**src/rtl/uart_txd_quad_if.sv**
```systemverilog
// uart_txd_quad_if: host-side bundle for the quad-byte UART transmitter.
// Host (master) supplies burst request and payload; transmitter (slave) drives line and status.
interface uart_txd_quad_if;
    logic       start;
    logic       parity_en;
    logic       parity_kind;
    logic [7:0] t1, t2, t3, t4;
    logic       txd;
    logic       busy;
    logic       done;
    modport master (output start, parity_en, parity_kind, t1, t2, t3, t4, input txd, busy, done);
    modport slave  (input start, parity_en, parity_kind, t1, t2, t3, t4, output txd, busy, done);
endinterface

```
**src/rtl/uart_txd_quad.sv**
```systemverilog
// uart_txd_quad: sends a 4-byte burst t1..t4 on txd, 8N1 or 8 data + parity + 1 stop,
// with bit timing TICK_DIV*OVS clocks matching the companion RXD receiver.
module uart_txd_quad #(
    parameter logic [15:0] TICK_DIV = 16'h0032,
    parameter int unsigned OVS      = 8
) (
    input  logic            clk,
    input  logic            rst_n,
    uart_txd_quad_if.slave  bus
);
    localparam logic [2:0] S_IDLE   = 3'd0;
    localparam logic [2:0] S_START  = 3'd1;
    localparam logic [2:0] S_DATA   = 3'd2;
    localparam logic [2:0] S_PARITY = 3'd3;
    localparam logic [2:0] S_STOP   = 3'd4;
    logic [2:0]  state;
    logic [15:0] tick_cnt;
    logic [7:0]  ovs_cnt;
    logic [2:0]  bit_idx;
    logic [1:0]  byte_idx;
    logic [31:0] payload;
    logic        par_en;
    logic        par_kind;
    logic [7:0]  cur;
    logic        tick_end;
    logic        bit_end;
    assign cur      = payload[{byte_idx, 3'b000} +: 8];
    assign tick_end = tick_cnt == TICK_DIV - 16'd1;
    assign bit_end  = tick_end && ovs_cnt == 8'(OVS - 1);
    assign bus.busy = state != S_IDLE;
    // txd is only ever updated on acceptance or at a bit boundary, so it never glitches mid-bit
    always_ff @(posedge clk or negedge rst_n) begin
        if (!rst_n) begin
            state    <= S_IDLE;
            tick_cnt <= '0;
            ovs_cnt  <= '0;
            bit_idx  <= '0;
            byte_idx <= '0;
            payload  <= '0;
            par_en   <= 1'b0;
            par_kind <= 1'b0;
            bus.txd  <= 1'b1;
            bus.done <= 1'b0;
        end else begin
            bus.done <= 1'b0;
            if (state == S_IDLE) begin
                if (bus.start) begin
                    payload  <= {bus.t4, bus.t3, bus.t2, bus.t1};
                    par_en   <= bus.parity_en;
                    par_kind <= bus.parity_kind;
                    state    <= S_START;
                    tick_cnt <= '0;
                    ovs_cnt  <= '0;
                    bit_idx  <= '0;
                    byte_idx <= '0;
                    bus.txd  <= 1'b0;
                end
            end else begin
                tick_cnt <= tick_end ? '0 : tick_cnt + 16'd1;
                if (tick_end)
                    ovs_cnt <= bit_end ? '0 : ovs_cnt + 8'd1;
                if (bit_end) begin
                    case (state)
                        S_START: begin
                            state   <= S_DATA;
                            bit_idx <= '0;
                            bus.txd <= cur[0];
                        end
                        S_DATA: begin
                            if (bit_idx == 3'd7) begin
                                state   <= par_en ? S_PARITY : S_STOP;
                                bus.txd <= par_en ? par_kind ^ (^cur) : 1'b1;
                            end else begin
                                bit_idx <= bit_idx + 3'd1;
                                bus.txd <= cur[bit_idx + 3'd1];
                            end
                        end
                        S_PARITY: begin
                            state   <= S_STOP;
                            bus.txd <= 1'b1;
                        end
                        S_STOP: begin
                            if (byte_idx == 2'd3) begin
                                state    <= S_IDLE;
                                bus.done <= 1'b1;
                            end else begin
                                byte_idx <= byte_idx + 2'd1;
                                state    <= S_START;
                                bus.txd  <= 1'b0;
                            end
                        end
                        default: begin
                            state   <= S_IDLE;
                            bus.txd <= 1'b1;
                        end
                    endcase
                end
            end
        end
    end
endmodule

```
**src/flat_wrapper.sv**
```systemverilog
// flat-port wrapper written by rule: the top's interface ports become plain ports
module uart_txd_quad_flat 
#(
    parameter logic [15:0] TICK_DIV = 16'h0032,
    parameter int unsigned OVS      = 8
)
  (clk, rst_n, bus_start, bus_parity_en, bus_parity_kind, bus_t1, bus_t2, bus_t3, bus_t4, bus_txd, bus_busy, bus_done);
  uart_txd_quad_if bus_i ();
  input  logic clk;
  input  logic rst_n;
  input wire logic [$bits(bus_i.start)-1:0] bus_start;
  input wire logic [$bits(bus_i.parity_en)-1:0] bus_parity_en;
  input wire logic [$bits(bus_i.parity_kind)-1:0] bus_parity_kind;
  input wire logic [$bits(bus_i.t1)-1:0] bus_t1;
  input wire logic [$bits(bus_i.t2)-1:0] bus_t2;
  input wire logic [$bits(bus_i.t3)-1:0] bus_t3;
  input wire logic [$bits(bus_i.t4)-1:0] bus_t4;
  output wire logic [$bits(bus_i.txd)-1:0] bus_txd;
  output wire logic [$bits(bus_i.busy)-1:0] bus_busy;
  output wire logic [$bits(bus_i.done)-1:0] bus_done;
  assign bus_i.start = bus_start;
  assign bus_i.parity_en = bus_parity_en;
  assign bus_i.parity_kind = bus_parity_kind;
  assign bus_i.t1 = bus_t1;
  assign bus_i.t2 = bus_t2;
  assign bus_i.t3 = bus_t3;
  assign bus_i.t4 = bus_t4;
  assign bus_txd = bus_i.txd;
  assign bus_busy = bus_i.busy;
  assign bus_done = bus_i.done;
  uart_txd_quad #(.TICK_DIV(TICK_DIV), .OVS(OVS)) u_core (.clk(clk), .rst_n(rst_n), .bus(bus_i));
endmodule
```
**config.mk**
```make
export PLATFORM = sky130hd
export DESIGN_NAME = uart_txd_quad_flat
export DESIGN_NICKNAME = d
export VERILOG_FILES = /design/src/rtl/uart_txd_quad_if.sv /design/src/rtl/uart_txd_quad.sv /design/src/flat_wrapper.sv
export SDC_FILE = /design/constraint.sdc
export NUM_CORES = 1
export LEC_CHECK = 0
export ABC_AREA = 1
export CORE_MARGIN = 2
export CORE_UTILIZATION = 25
export DETAILED_ROUTE_END_ITERATION = 8
export PLACE_DENSITY = 0.53
export SLEW_MARGIN = 20
export SYNTH_ARGS = -nofsm -noshare
export SYNTH_HDL_FRONTEND = slang
export SYNTH_SLANG_ARGS = --single-unit
```
**constraint.sdc**
```tcl
create_clock -name clk -period 2.43 [get_ports clk]
set_input_delay 0.486 -clock clk [delete_from_list [all_inputs] [get_ports clk]]
set_output_delay 0.486 -clock clk [all_outputs]
set_load 0.03 [all_outputs]
```
After elaboration in Yosys (flattened, before gate mapping)
Cells that the tools add are included.
{"block": "word_totals", "word_cells": 81, "regBits": 68}
{"block": "classes", "shifts": 1, "n_mux": 37, "magnitude_cmp": 1, "add_sub_neg": 4, "n_reduce_logical": 14, "eq_ne": 13, "bitwise": 1}
{"op": "2-to-1 mux 16 bit", "n": 3}
{"op": "2-to-1 mux 8 bit", "n": 4}
{"op": "indexed part select 32 x 6 -> 8 bit", "n": 1}
{"op": "2-to-1 mux 3 bit", "n": 9}
{"op": "adder 16 x 1 -> 16 bit (second input constant)", "n": 1}
{"op": "equality test 16 x 6 -> 1 bit (second input constant)", "n": 1}
{"op": "2-to-1 mux 1 bit", "n": 12}
{"op": "one-hot mux 3 bit (4 select lines)", "n": 1}
{"op": "2-to-1 mux 2 bit", "n": 5}
{"op": "adder 8 x 1 -> 8 bit (second input constant)", "n": 1}
{"op": "equality test 8 x 3 -> 1 bit (second input constant)", "n": 1}
{"op": "AND reduction 4 bit", "n": 2}
{"op": "XOR reduction 8 bit", "n": 1}
{"op": "equality test 3 x 2 -> 1 bit (second input constant)", "n": 2}
{"op": "equality test 3 bit (second input constant)", "n": 2}
{"op": "inequality test 3 x 2 -> 1 bit (second input constant)", "n": 2}
{"op": "one-hot mux 3 bit (2 select lines)", "n": 1}
{"op": "AND reduction 3 bit", "n": 2}
{"op": "nonzero test 2 bit", "n": 3}
{"op": "nonzero test 3 bit", "n": 2}
{"op": "less-than comparator 3 x 4 -> 1 bit (second input constant)", "n": 1}
{"op": "AND reduction 2 bit", "n": 2}
{"op": "adder 3 x 1 -> 3 bit (second input constant)", "n": 1}
{"op": "binary-select mux 1 bit (select 3 bit)", "n": 1}
{"op": "10 further kinds", "n": 10}

Depth between registers and ports, before layout
{"block": "logic_depth", "depth_word": 8, "ltp_mapped": 17, "mapped_depth_nobuf": 16}

Least setup slack after synthesis
Ideal clock, no wire load.
{"block": "synth_timing", "path_kind": "reg2reg", "start": "register u_core.ovs_cnt[0]", "end": "register u_core.bit_idx[0]", "path_slack_ns": 0.818, "t_arrival_ns": 1.486, "stages_incl_launch_ff": 11, "synth_period_minus_slack_ns": 1.612, "path_buffers": 0, "cell_sequence": "dfrtp_1 ha_1 nand2_1 nor4_1 nand3_1 nand2_2 nand2_4 clkinv_4 nand3_4 a21oi_1 a21oi_1"}
{"block": "synth_between", "elab_chain_len": 4}
{"item": "start, declared", "line": "uart_txd_quad.sv:18", "rtl": "logic [7:0] ovs_cnt;"}
{"item": "start signal, assigned", "line": "uart_txd_quad.sv:61", "rtl": "ovs_cnt <= bit_end ? '0 : ovs_cnt + 8'd1;"}
{"item": "equality test 8 x 3 -> 1 bit", "line": "uart_txd_quad.sv:29", "rtl": "assign bit_end = tick_end && ovs_cnt == 8'(OVS - 1);"}
{"item": "logical AND 1 bit", "line": "uart_txd_quad.sv:29"}
{"item": "nonzero test 2 bit (no source line)"}
{"item": "AND reduction 4 bit (no source line)"}
{"item": "end signal, assigned", "line": "uart_txd_quad.sv:74", "rtl": "bit_idx <= bit_idx + 3'd1;"}
{"item": "end, declared", "line": "uart_txd_quad.sv:19", "rtl": "logic [2:0] bit_idx;"}
Every way passes these cells.
A chain may end at the register's enable or synchronous reset.

Final worst setup path
{"block": "layout_timing", "start": "register u_core.state[2]", "end": "output port bus_busy"}
{"block": "layout_between", "elab_chain_len": 1}
{"item": "start, declared", "line": "uart_txd_quad.sv:16", "rtl": "logic [2:0] state;"}
{"item": "start signal, assigned", "line": "uart_txd_quad.sv:71", "rtl": "state <= par_en ? S_PARITY : S_STOP;"}
{"item": "nonzero test 3 bit", "line": "uart_txd_quad.sv:30", "rtl": "assign bus.busy = state != S_IDLE;"}
{"item": "end, declared", "line": "flat_wrapper.sv:19", "rtl": "output wire logic [$bits(bus_i.busy)-1:0] bus_busy;"}
Every way passes these cells.

==> metrics.txt <==
CTS Root Cell=clkbuf_16; Rows=45; fraction of layout cells with a size suffix above 1=0.124; GR Overflow Total=0; crit path capture type=output pin; IO Count=40; CORE AREA=15,100 sq um; Net Sw Power=0.493 mW; Pint=roughly 2.0 mW; clock buffers created by TritonCTS=9; PwrDens=532 nW/um^2; all-layer global routing usage=0.120; RR Startpoint=u_core.byte_idx[1]; diodes inserted=0; Vias/cell=4.63; DRC viols=0; status=finished clean; Post-synth EDFFs=0; leak pwr=2.26 nW; dominant synthesized flop cell=dfrtp_1; number of endpoints failing setup at the final stage=0; commonest non-fill, non-tap cell in the layout=nand2_1; slowest library cell on the worst path=clkdlybuf4s50_1; Yosys warnings=0; Crit path max-delay family=buffers and inverters; Buffers on Ports=39; maximum fanout along the worst path=6; Worst path max stage delay=700 ps; P&R area growth vs syn=23.4%; worst path cell trace=inv_1, nand2_2, clkdlybuf4s50_1; DR pass1 iterations=5; Placed Cells=690; Worst Tran Pin Value=582 ps; sequential element share of the synthesized area=0.442; CP startpoint kind=flop; Util after Layout=0.314; largest net degree at the start of global routing=69; clock power share=0.519; RSZ-0062 raised after global routing=false; H-tree depth=3; vias in the first global route=3,254; clk_skew=10.4 ps; FMAX=441 MHz; setup slack after layout=162 ps; first-pass GRT wire length=15,700 um; hpwl dp=6520 um; Max Slew Vio Count=0; Routed Antenna Nets=0; number of synthesized register bits=~70; Routed WL per cell=12.7 um; Initial Util=0.254; Synth Area per Inst=about 8.2 sq um; Switching Share=0.195; Reg2Reg Depth=14; DIE WIDTH=128 um; Cells after Synth=470; post-synth top area cell=dfrtp_1; CTS resizes=0; Unique masters post-synth=41; Die ar.=~16,000 sq um; critical path data required time=slightly below 2000 ps; Clk Latency, worst-skew pair=330 ps; antenna violations before repair=0; Crit. Startpoint=u_core.state[2]; CTS tree=built; most frequent cells in the layout=nand2_1 (148), dfrtp_1 (66), nand3_1 (42); asr flop ratio synth=1.00; period utilization=0.933; syn nets=roughly 510; post-route insts no fill=706; clk buf depth=2; area share of the largest cell type after synthesis=0.435; gpl congestion=0.828; final hold viol count=0; Die Ht=128 um; Flop pwr share=0.448; nets@finish=556; Crit Path Class=flop to output pin; Hold WC Path Type=input port to asynchronous set/reset pin; DR vias=between 3,000 and 4,000; drt initial violations=about 180; flop2flop setup slack=roughly 340 ps; max_cap viols=0; clk sinks=68; top cells by area, synth=dfrtp_1 (44%), nand2_1 (14%), nand3_1 (5.5%); Rel. slew slack=0.612; setup bufs post-CTS=0; pre-CTS setup slack=277 ps; Worst EP arrival=1780 ps; min Tclk post-route=2270 ps; TNS Setup=0 ps; reg2reg end=u_core.bus.txd; Worst-path clk slew=about 50 ps; CP Buf/Inv Count=2; VDD IR-drop max=around 0.29 mV; Hold-fix buffers, CTS=0; routed wire length=approximately 9000 um; Gate power share=0.034; Cell Area, Synth=3850 sq um
kinds of logic (layout without fill, tap and decap cells):
kind of cell	Yosys count	after routing	share of synthesized area
simple gates	252	252	0.295
fa+ha+maj	6	6	0.0195
buf+inv	51	99	0.0604
compound gates	59	59	0.0854
xor+xnor	2	2	0.00455
flops	68	68	0.442
mux	32	32	0.0932
how the worst max path moves through the flow:
stage	slack (ps)	end	cells after the start
6_report	160	bus_busy	3
5_1_grt	30	u_core.bus.txd	14
4_1_cts	140	bus_busy	3
3_5_place_dp	280	u_core.bus.txd	15
3_3_place_gp	310	u_core.bus.txd	15
2_1_floorplan	820	u_core.bit_idx[0]	10
sequential cells by signal, indices dropped and copies added, names as in the netlist:
name and cells:
u_core.bit_idx 3, u_core.bus.done 1, u_core.bus.txd 1, u_core.byte_idx 2, u_core.ovs_cnt 8, u_core.par_en 1
u_core.par_kind 1, u_core.payload 32, u_core.state 3, u_core.tick_cnt 16
cells in the mapped netlist (all sizes together), types with 4 or more instances:
cell type / instances
nand2: 159
nor2: 30
o21ai: 32
nor3: 4
nor4: 5
dfrtp: 67
inv: 39
mux2: 31
nand3: 44
ha: 6
buf: 9
nand4: 9
a21oi: 14
metal layers:
layer / vias up / wire, um / track usage
met4: 0 / 208 / 0.0537
met5: - / 0 / 0
li1: 1657 / - / -
met1: 1546 / 4290 / 0.153
met3: 14 / 330 / 0.0296
met2: 52 / 4170 / 0.194
stage by stage:
stage	hold slack, ps	power [mW]	instance area (sq um)
final	179	2.53	4760
after global routing	211	2.63	4760
after CTS	189	2.57	4760
after detailed placement	468	1.24	4460
after global placement	466	1.24	4460
after floorplan	190	1.15	3850
power by group through the flow:
stage	registers (mW)	logic, mW	clock network (mW)
2_1_floorplan	1.15	0.000584	0
3_3_place_gp	1.15	0.0873	0
3_5_place_dp	1.15	0.0885	0
4_1_cts	1.13	0.0888	1.35
5_1_grt	1.13	0.0942	1.41
6_report	1.13	0.0850	1.31
cell type report:
class,instances,area (sq um)
fill,1556,10400
multi-input combinational,351,1920
sequential,68,1700
timing repair buffer,42,433
clock buffer,15,268
tap,188,235
inverter,41,169
clock inverter,1,30.0
No activity file was read; power rests on OpenSTA's default activity.
